===== src/rtl/store_trace_monitor_pkg.sv =====
// Shared types and defaults for the store trace monitor.
// Holds the trace entry layout, the FSM state encoding and the default signature constants.
package store_trace_monitor_pkg;

    localparam logic [31:0] DEFAULT_DONE_ADDR = 32'h0000_0054;
    localparam logic [31:0] DEFAULT_DONE_DATA = 32'd7;

    typedef struct packed {
        logic [31:0] pc;
        logic [31:0] addr;
        logic [31:0] data;
    } trace_entry_t;

    typedef enum logic [1:0] {
        IDLE = 2'd0,
        RUN  = 2'd1,
        DONE = 2'd2
    } mon_state_t;

    // Saturating increment so a long-running program never wraps the cycle count.
    function automatic logic [31:0] sat_inc(input logic [31:0] value);
        sat_inc = (value == 32'hFFFF_FFFF) ? value : value + 32'd1;
    endfunction

endpackage


===== src/rtl/store_trace_monitor_if.sv =====
// Store-port observation and host drain signals of the store trace monitor.
// master = processor/host side, slave = monitor side.
interface store_trace_monitor_if #(
    parameter int DEPTH = 16
);
    localparam int CW = $clog2(DEPTH) + 1;

    logic          memwrite;
    logic [31:0]   dataadr;
    logic [31:0]   writedata;
    logic [31:0]   pc;
    logic          capture_en;
    logic          rd_en;
    logic          rd_valid;
    logic [31:0]   rd_pc;
    logic [31:0]   rd_addr;
    logic [31:0]   rd_data;
    logic [CW-1:0] count;
    logic          overflow;
    logic          done;
    logic          pass;
    logic [31:0]   done_cycle;

    modport master (
        output memwrite, dataadr, writedata, pc, capture_en, rd_en,
        input  rd_valid, rd_pc, rd_addr, rd_data, count, overflow, done, pass, done_cycle
    );

    modport slave (
        input  memwrite, dataadr, writedata, pc, capture_en, rd_en,
        output rd_valid, rd_pc, rd_addr, rd_data, count, overflow, done, pass, done_cycle
    );

endinterface


===== src/rtl/store_trace_monitor_trace_fifo.sv =====
// First-word fall-through buffer of trace entries with occupancy count.
// A push into a full buffer is accepted only when a pop frees a slot on the same edge.
module trace_fifo
    import store_trace_monitor_pkg::*;
#(
    parameter  int DEPTH = 16,
    localparam int AW    = $clog2(DEPTH),
    localparam int CW    = AW + 1
) (
    input  logic          clk,
    input  logic          rst,
    input  logic          push,
    input  logic          pop,
    input  trace_entry_t  wr_entry,
    output trace_entry_t  rd_entry,
    output logic          full,
    output logic          empty,
    output logic [CW-1:0] count
);

    trace_entry_t  mem_r [DEPTH];
    logic [AW-1:0] wr_ptr_r;
    logic [AW-1:0] rd_ptr_r;
    logic [CW-1:0] count_r;
    logic          pop_ok_s;
    logic          push_ok_s;

    assign full      = (count_r == CW'(DEPTH));
    assign empty     = (count_r == CW'(0));
    assign count     = count_r;
    assign rd_entry  = mem_r[rd_ptr_r];
    assign pop_ok_s  = pop && !empty;
    assign push_ok_s = push && (!full || pop_ok_s);

    // Storage, pointers and occupancy.
    always_ff @(posedge clk or posedge rst) begin
        if (rst) begin
            for (int i = 0; i < DEPTH; i++) begin
                mem_r[i] <= '0;
            end
            wr_ptr_r <= AW'(0);
            rd_ptr_r <= AW'(0);
            count_r  <= CW'(0);
        end else begin
            if (push_ok_s) begin
                mem_r[wr_ptr_r] <= wr_entry;
                wr_ptr_r        <= wr_ptr_r + AW'(1);
            end
            if (pop_ok_s) begin
                rd_ptr_r <= rd_ptr_r + AW'(1);
            end
            case ({push_ok_s, pop_ok_s})
                2'b10:   count_r <= count_r + CW'(1);
                2'b01:   count_r <= count_r - CW'(1);
                default: count_r <= count_r;
            endcase
        end
    end

endmodule


===== src/rtl/store_trace_monitor.sv =====
// Passive observer of the data-memory write port: traces committed stores into a
// drainable buffer and latches the end-of-program signature result and cycle.
module store_trace_monitor
    import store_trace_monitor_pkg::*;
#(
    parameter int          DEPTH     = 16,
    parameter logic [31:0] DONE_ADDR = DEFAULT_DONE_ADDR,
    parameter logic [31:0] DONE_DATA = DEFAULT_DONE_DATA
) (
    input logic                  clk,
    input logic                  reset,
    store_trace_monitor_if.slave bus
);

    localparam int CW = $clog2(DEPTH) + 1;

    mon_state_t    state_r;
    logic [31:0]   cycle_cnt_r;
    logic          overflow_r;
    logic          done_r;
    logic          pass_r;
    logic [31:0]   done_cycle_r;

    logic          store_s;
    logic          sig_s;
    logic          full_s;
    logic          empty_s;
    logic [CW-1:0] count_s;
    trace_entry_t  wr_entry_s;
    trace_entry_t  head_s;

    // A store counts while capturing, including the IDLE cycle that arms capture.
    always_comb begin
        store_s = 1'b0;
        case (state_r)
            IDLE:    store_s = bus.memwrite && bus.capture_en;
            RUN:     store_s = bus.memwrite && bus.capture_en;
            DONE:    store_s = 1'b0;
            default: store_s = 1'b0;
        endcase
    end

    assign sig_s      = store_s && (bus.dataadr == DONE_ADDR);
    assign wr_entry_s = '{pc: bus.pc, addr: bus.dataadr, data: bus.writedata};

    trace_fifo #(.DEPTH(DEPTH)) u_fifo (
        .clk      (clk),
        .rst      (reset),
        .push     (store_s),
        .pop      (bus.rd_en),
        .wr_entry (wr_entry_s),
        .rd_entry (head_s),
        .full     (full_s),
        .empty    (empty_s),
        .count    (count_s)
    );

    // Capture FSM, cycle counter, signature latch and sticky overflow.
    always_ff @(posedge clk or posedge reset) begin
        if (reset) begin
            state_r      <= IDLE;
            cycle_cnt_r  <= 32'd0;
            overflow_r   <= 1'b0;
            done_r       <= 1'b0;
            pass_r       <= 1'b0;
            done_cycle_r <= 32'd0;
        end else begin
            case (state_r)
                IDLE: begin
                    if (bus.capture_en) begin
                        state_r <= sig_s ? DONE : RUN;
                    end
                end
                RUN: begin
                    cycle_cnt_r <= sat_inc(cycle_cnt_r);
                    if (sig_s) begin
                        state_r <= DONE;
                    end
                end
                DONE:    state_r <= DONE;
                default: state_r <= IDLE;
            endcase
            if (sig_s) begin
                done_r       <= 1'b1;
                pass_r       <= (bus.writedata == DONE_DATA);
                done_cycle_r <= cycle_cnt_r;
            end
            // A full buffer only makes room when a pop lands on the same edge.
            if (store_s && full_s && !bus.rd_en) begin
                overflow_r <= 1'b1;
            end
        end
    end

    assign bus.rd_valid   = !empty_s;
    assign bus.rd_pc      = head_s.pc;
    assign bus.rd_addr    = head_s.addr;
    assign bus.rd_data    = head_s.data;
    assign bus.count      = count_s;
    assign bus.overflow   = overflow_r;
    assign bus.done       = done_r;
    assign bus.pass       = pass_r;
    assign bus.done_cycle = done_cycle_r;

endmodule


===== src/flat_wrapper.sv =====
// flat-port wrapper written by rule: the top's interface ports become plain ports
module store_trace_monitor_flat import store_trace_monitor_pkg::*;
#(
    parameter int          DEPTH     = 16,
    parameter logic [31:0] DONE_ADDR = DEFAULT_DONE_ADDR,
    parameter logic [31:0] DONE_DATA = DEFAULT_DONE_DATA
)
  (clk, reset, bus_memwrite, bus_dataadr, bus_writedata, bus_pc, bus_capture_en, bus_rd_en, bus_rd_valid, bus_rd_pc, bus_rd_addr, bus_rd_data, bus_count, bus_overflow, bus_done, bus_pass, bus_done_cycle);
  store_trace_monitor_if #(.DEPTH(DEPTH)) bus_i ();
  input logic clk;
  input logic reset;
  input wire logic [$bits(bus_i.memwrite)-1:0] bus_memwrite;
  input wire logic [$bits(bus_i.dataadr)-1:0] bus_dataadr;
  input wire logic [$bits(bus_i.writedata)-1:0] bus_writedata;
  input wire logic [$bits(bus_i.pc)-1:0] bus_pc;
  input wire logic [$bits(bus_i.capture_en)-1:0] bus_capture_en;
  input wire logic [$bits(bus_i.rd_en)-1:0] bus_rd_en;
  output wire logic [$bits(bus_i.rd_valid)-1:0] bus_rd_valid;
  output wire logic [$bits(bus_i.rd_pc)-1:0] bus_rd_pc;
  output wire logic [$bits(bus_i.rd_addr)-1:0] bus_rd_addr;
  output wire logic [$bits(bus_i.rd_data)-1:0] bus_rd_data;
  output wire logic [$bits(bus_i.count)-1:0] bus_count;
  output wire logic [$bits(bus_i.overflow)-1:0] bus_overflow;
  output wire logic [$bits(bus_i.done)-1:0] bus_done;
  output wire logic [$bits(bus_i.pass)-1:0] bus_pass;
  output wire logic [$bits(bus_i.done_cycle)-1:0] bus_done_cycle;
  assign bus_i.memwrite = bus_memwrite;
  assign bus_i.dataadr = bus_dataadr;
  assign bus_i.writedata = bus_writedata;
  assign bus_i.pc = bus_pc;
  assign bus_i.capture_en = bus_capture_en;
  assign bus_i.rd_en = bus_rd_en;
  assign bus_rd_valid = bus_i.rd_valid;
  assign bus_rd_pc = bus_i.rd_pc;
  assign bus_rd_addr = bus_i.rd_addr;
  assign bus_rd_data = bus_i.rd_data;
  assign bus_count = bus_i.count;
  assign bus_overflow = bus_i.overflow;
  assign bus_done = bus_i.done;
  assign bus_pass = bus_i.pass;
  assign bus_done_cycle = bus_i.done_cycle;
  store_trace_monitor #(.DEPTH(DEPTH), .DONE_ADDR(DONE_ADDR), .DONE_DATA(DONE_DATA)) u_core (.clk(clk), .reset(reset), .bus(bus_i));
endmodule

===== config.mk =====
export PLATFORM = sky130hd
export DESIGN_NAME = store_trace_monitor_flat
export DESIGN_NICKNAME = d
export VERILOG_FILES = /design/src/rtl/store_trace_monitor_pkg.sv /design/src/rtl/store_trace_monitor_if.sv /design/src/rtl/store_trace_monitor_trace_fifo.sv /design/src/rtl/store_trace_monitor.sv /design/src/flat_wrapper.sv
export SDC_FILE = /design/constraint.sdc
export NUM_CORES = 2
export LEC_CHECK = 0
export ABC_AREA = 1
export BUFFER_PORTS_ARGS = -buffer_cell sky130_fd_sc_hd__buf_2
export CAP_MARGIN = 40
export CORE_MARGIN = 1.5
export CORE_UTILIZATION = 55
export CTS_BUF_LIST = sky130_fd_sc_hd__clkbuf_2
export DETAILED_ROUTE_END_ITERATION = 7
export PLACE_DENSITY = 0.73
export SYNTH_ARGS = -nofsm -noshare
export SYNTH_HDL_FRONTEND = slang
export SYNTH_HIERARCHICAL = 1
export SYNTH_SLANG_ARGS = --single-unit
export TNS_END_PERCENT = 20

===== constraint.sdc =====
create_clock -name clk -period 62.7 [get_ports clk]
set_input_delay 3.135 -clock clk [delete_from_list [all_inputs] [get_ports clk]]
set_output_delay 3.135 -clock clk [all_outputs]
set_load 0.02 [all_outputs]

======== Word-level counts from Yosys, hierarchy flattened ========
Cells that the tools add are included.
word-level totals
  word-level logic and storage cells ...... 107
  register bits after elaboration ......... 1,618
  output and inout port bits .............. 137
cells by class
  reduce and logical (&&, ||, !) cells .... 17
  eq/ne operators ......................... 10
  bitwise operators ....................... 3
  $add $sub $neg .......................... 5
  multiplexer cells ....................... 12
  magnitude comparators ................... 3
operators by type and width
  kind                     count
  $bwmux W1536             1
  $bmux W96 S4             1
  $demux W96 S4            1
  $mux W96                 3
  $add A32 B1 Y32 const B  1
  $eq A32 B3 Y1 const B    1
  $eq A32 B32 Y1 const B   1
  $eq A32 B7 Y1 const B    1
  $ge A5 B5 Y1 const B     2
  $not A4 Y5               2
  $pmux W5 S2              1
  $add A4 B1 Y4 const B    2
  $logic_and A1 B1 Y1      7
  $mux W2                  3
  $pmux W2 S3              1
  $add A5 B1 Y5 const B    1
  $eq A5 B5 Y1 const B     1
  $logic_not A5 Y1         1
  $lt A5 B1 Y1 const B     1
  $sub A5 B1 Y5 const B    1
  $eq A2 B1 Y1 const B     2
  $eq A2 B2 Y1 const B     2
  $reduce_and A2 Y1        2
  $logic_not A1 Y1         3
  other kinds (8)          8

======== Longest topological paths before layout ========
  depth in word-level cells ............... 7
  mapped depth ............................ 16

======== Hierarchy ========
The synthesis kept the hierarchy.
modules (own cells, without submodules)
  module               area an instance (um^2)  times used  cells an instance
  trace_fifo           83,259.9                 1           11,777
  store_trace_monitor  3,662.3                  1           493

======== Worst setup path after synthesis ========
Ideal clock, no wire load.
  path kind ............................... input-to-reg
  from .................................... input bus_memwrite
  to ...................................... register u_core.u_fifo.count_r[4] (netlist: u_core/u_fifo/count[4])
  arrival time ............................ 5.025 ns
  stages .................................. 16
  setup slack ............................. 57.558 ns
  library setup time ...................... 0.117 ns
  path buffers ............................ 3
  cell sequence ........................... nand2_1 -> inv_1 -> o21ai_1 -> inv_1 -> buf_2 -> buf_2 -> buf_2 -> nand2_1 -> ha_1 -> fa_1 -> nand3_1 -> nand2_1 -> nand2_1 -> nand2_1 -> nand2_1 -> nand2_1
between the ends
  word-level cells in the longest chain between the ends .. 5
  elaborated cells between the ends (all ways) .. 7
RTL lines
  what                                               RTL line                                              text
  start, declared                                    flat_wrapper.sv:12                                    input wire logic [$bits(bus_i.memwrite)-1:0] bus_memwrite;
  $logic_and A1 B1 Y1 (*)                            store_trace_monitor.sv:36, store_trace_monitor.sv:37
  $mux W1 (*)                                        --
  net u_core.store_s                                 store_trace_monitor.sv:24                             logic store_s;
  $logic_and A1 B1 Y1 (*)                            store_trace_monitor_trace_fifo.sv:33                  assign push_ok_s = push && (!full || pop_ok_s);
  $eq A2 B1 Y1 or $eq A2 B2 Y1 (tied branches)       store_trace_monitor_trace_fifo.sv:52                  case ({push_ok_s, pop_ok_s})
  $pmux W5 S2 or $reduce_bool A2 Y1 (tied branches)  --
  end signal, assigned                               store_trace_monitor_trace_fifo.sv:53                  2'b10: count_r <= count_r + CW'(1);
  end signal, assigned                               store_trace_monitor_trace_fifo.sv:54                  2'b01: count_r <= count_r - CW'(1);
  end signal, assigned                               store_trace_monitor_trace_fifo.sv:55                  default: count_r <= count_r;
  end, declared                                      store_trace_monitor_trace_fifo.sv:24                  logic [CW-1:0] count_r;
The timed path passes the listed nets; every way through them passes the cells marked *.
A chain may end at the register's enable or synchronous reset.

======== Final worst setup path ========
  from .................................... register u_core.u_fifo.rd_ptr_r[1]
  to ...................................... output bus_rd_data[11]
between the ends
  word-level cells in the longest chain between the ends .. 4
RTL lines
  what                                         RTL line                              text
  start, declared                              store_trace_monitor_trace_fifo.sv:23  logic [AW-1:0] rd_ptr_r;
  start signal, assigned                       store_trace_monitor_trace_fifo.sv:50  rd_ptr_r <= rd_ptr_r + AW'(1);
  $not A4 Y5 (implied by the code)             store_trace_monitor_trace_fifo.sv:31  assign rd_entry = mem_r[rd_ptr_r];
  $bmux W96 S4                                 store_trace_monitor_trace_fifo.sv:31
  $mux W96 (implied by the code) (2 in a row)  store_trace_monitor_trace_fifo.sv:31
  end, declared                                flat_wrapper.sv:21                    output wire logic [$bits(bus_i.rd_data)-1:0] bus_rd_data;
Every way passes these cells. The select of a mux whose other input is x is not followed.

==> reports/metrics.yaml <==
finalCritPeriodShare_pct: 16.0
crit_path_max_fanout: 62
synth_area_um2: 86900
skew_ns: 0.222
crit_path_frequent_cell: "buf_4"
p_leak_uw: 0.0512
routed_wl_um: 318000
rsz0062_at_grt: "false"
timing.fmax_ghz: 0.0995
num_io_pins: 238
yosysTopAreaCell: "dfrtp_1"
path_cells: "buf_4 > buf_4 > buf_4 > buf_4 > nand3_1 > nand3_1 > nand3_1 > nand2_1 > buf_2"
setup_viol: 0
final.setup.worst_slack_ns: 52.65
gp_congestion: 0.892
tritoncts: "done"
avgSynthCellArea_um2: 7.08
status: "finished clean"
synth-seq-cells: 1618
fp-row-count: 145
die_y_um: 401
synthAdderAreaFrac_pct: 0.210
io_buffers: 237
antenna_found_initial: 46
synthTopCellsByCount: "5299 x nand2_1, 1618 x dfrtp_1, 1541 x nand4_1"
synth_mux_area_share_pct: 0
final_area_um2: 92800
grt_pass1_vias: 81900
vias_per_cell: 6.06
fin_setup_tns_ns: 0
synth-xor-area-share_pct: 0.262
worst_pin_slew_ns: 1.28
hold_path.class: "reg -> reg"
slew_viol_final: 0
synth_edf_count: 0
cp-end-kind: "output port"
clk_path_buf_depth: 4
critical_path_buf_inv_count: 5
wl_per_cell_um: 22.2
fp.coreArea_um2: 157000
synth_ff_type: "dfrtp_1"
cts_buffers: 432
ys_types: 34
via_count: 86800
cp.required_ns: 59.56
synth_area_leaders: "dfrtp_1 47%, nand2_1 23%, nand4_1 11%"
final_antenna_net_count: 0
yosys.area_share.simple_pct: 41.7
min_from: "u_core/u_fifo/mem_r[1015]$_DFFE_PP0P_"
max-cap-violations: 0
grt_first_pass_wirelength_um: 487000
die_x_um: 401
fillCellCount: 14600
max-slew-margin-rel_pct: 14.8
cts_root_buf: "clkbuf_2"
place_area_um2: 89200
post-place-ws_ns: 54.72
ys_seq_area_share_pct: 46.6
dp_hpwl_um: 167000
detail_route.iter0.violations: 12400
gr-total-overflow: 0
grt_max_degree: 224
synth_top_area_share_pct: 46.6
dr.pass1.iters: 7
drive_gt1_share_pct: 9.60
crit_path_start_kind: "register"
synth_top_family_by_area: "simple AND/OR/NAND/NOR gates"
cts_sinks: 1618
die-area_um2: 160000
cpPeakStageDelay_ns: 0.85
r2r-end: "u_core/u_fifo/mem_r[866]$_DFFE_PP0P_"
postCtsHoldBufs: 0
reg2reg_depth: 11
postCtsSetupBuffers: 0
cts_resized: 0
reg2reg_slack_ns: 57.04
grt_use_total_pct: 38.7
synthCells: 12300
clk_latency_ns: 1.94
clk_pin_slew_ns: 0.10
period_needed_ns: 10.05
hold_violations: 0
syn_to_final_growth_pct: 6.79
final_nets: 12100
synth_most_common_cell: "nand2_1"
async_flop_share_pct: 100
start_util_pct: 55.5
synth_compound_area_share_pct: 0.322
htree_levels: 5
drc: 0
hold_end: "u_core/u_fifo/mem_r[1015]$_DFFE_PP0P_"
holdPathStages: 2
peakVddDrop_mv: 0.0343
cp.arrival_ns: 6.92
p_per_area_nw_per_um2: 46.1
critPathTopFamily: "buffers and inverters"
slowest_stage: "buf_4"
synth_warnings: 6
critical_path_class: "reg -> out"
synthesis.nets: 12400
r2r-start: "u_core/state_r[1]$_DFFE_PP0P_"
[how the worst max path moves through the flow]
stage                     slack [ns]                                   end  cells after the start                                  start
final                          52.65                       bus_rd_data[11]                      9  u_core/u_fifo/rd_ptr_r[1]$_DFFE_PP0P_
after global routing           52.58                        bus_rd_data[8]                     13  u_core/u_fifo/rd_ptr_r[0]$_DFFE_PP0P_
after CTS                      52.75                       bus_rd_data[11]                      9  u_core/u_fifo/rd_ptr_r[1]$_DFFE_PP0P_
after detailed placement       54.72  u_core/u_fifo/mem_r[867]$_DFFE_PP0P_                     12                         bus_capture_en
after global placement         54.35  u_core/u_fifo/mem_r[507]$_DFFE_PP0P_                     10                              bus_rd_en
after floorplan                15.86    u_core/u_fifo/count[0]$_DFFE_PP0P_                      1                                  reset
[state kept, by name, summed over array words and instances (netlist names)]
register	flops
u_core/state_r	2
u_core/cycle_cnt_r	32
u_core/u_fifo/rd_ptr_r	4
u_core/bus.overflow	1
u_core/u_fifo/count	5
u_core/bus.done	1
u_core/u_fifo/wr_ptr_r	4
u_core/bus.pass	1
u_core/u_fifo/mem_r	1536
u_core/bus.done_cycle	32
[layer usage]
metal / GRT usage [%] / vias to the layer above / part of all wire, %
li1: - / 38900 / -
met1: 50.3 / 40700 / 37
met2: 59.1 / 6015 / 44
met3: 9.49 / 1224 / 13
met4: 22.4 / 30 / 5.9
met5: 0 / - / 0.055
[cells by family (layout without fill, tap and decap cells)]
logic type | after synthesis | in the layout
adders and majority gates | 14 | 14
DFF | 1618 | 1618
xor gates and xnor gates | 26 | 26
buffers and inverters | 2411 | 2385
other | 0 | 38
AOI/OAI and AO/OA | 55 | 55
and+or+nand+nor | 8146 | 8146
[power breakdown]
part	internal [uW]	switching, uW	total, uW
Combinational	572	1430	2000
Sequential	1360	196	1560
Clock	272	455	726
[area by class of cell]
cell class / count / area (um2) / area share (%)
flip-flops and latches: 1618 / 40500 / 43.6
multi-input cells: 8241 / 37100 / 39.9
inverters: 1222 / 4630 / 4.99
repair buffers: 454 / 4450 / 4.79
clock buffers: 645 / 3230 / 3.48
well taps: 2058 / 2570 / 2.77
clock inverters: 64 / 278 / 0.299
diodes: 38 / 95.1 / 0.102
[placed cells by master, fill, tap and decap left out, types with 3 or more instances in the layout]
| master | instances |
|---|---|
| xor2_1 | 23 |
| inv_2 | 8 |
| nor3_1 | 14 |
| xnor2_1 | 3 |
| nor4_1 | 8 |
| buf_16 | 68 |
| nand4_1 | 1541 |
| nor2_4 | 19 |
| inv_1 | 1210 |
| dfrtp_4 | 4 |
| o21ai_0 | 41 |
| ha_1 | 13 |
| clkinv_2 | 6 |
| inv_8 | 5 |
| buf_4 | 126 |
| clkbuf_2 | 646 |
| buf_12 | 22 |
| nand2_2 | 7 |
| nand2_1 | 5299 |
| nand3_4 | 16 |
| clkinv_1 | 54 |
| a21oi_1 | 5 |
| nor2_2 | 3 |
| diode_2 | 38 |
| buf_2 | 237 |
| o21ai_1 | 7 |
| dfrtp_1 | 1614 |
| nor2_1 | 58 |
| nand3_1 | 1173 |
[per-stage QoR]
| stage | utilization, % | total power (uW) | hold slack (ns) | std cells |
|---|---|---|---|---|
| floorplan | - | 2860 | 0.442 | 12300 |
| global placement | 55.6 | 3410 | 0.452 | 13500 |
| detailed placement | 57.0 | 3520 | 0.458 | 13600 |
| CTS | 59.2 | 4230 | 0.478 | 14300 |
| global route | 59.3 | 4550 | 0.493 | 14300 |
| finish | 59.3 | 4280 | 0.475 | 14300 |
[worst min-delay path, delay by kind of cell (launching register included)]
family	cells	cell delay [ns]
flip-flops	1	0.35
AND/OR/NAND/NOR	2	0.09
(Power assumes the default switching activity.)
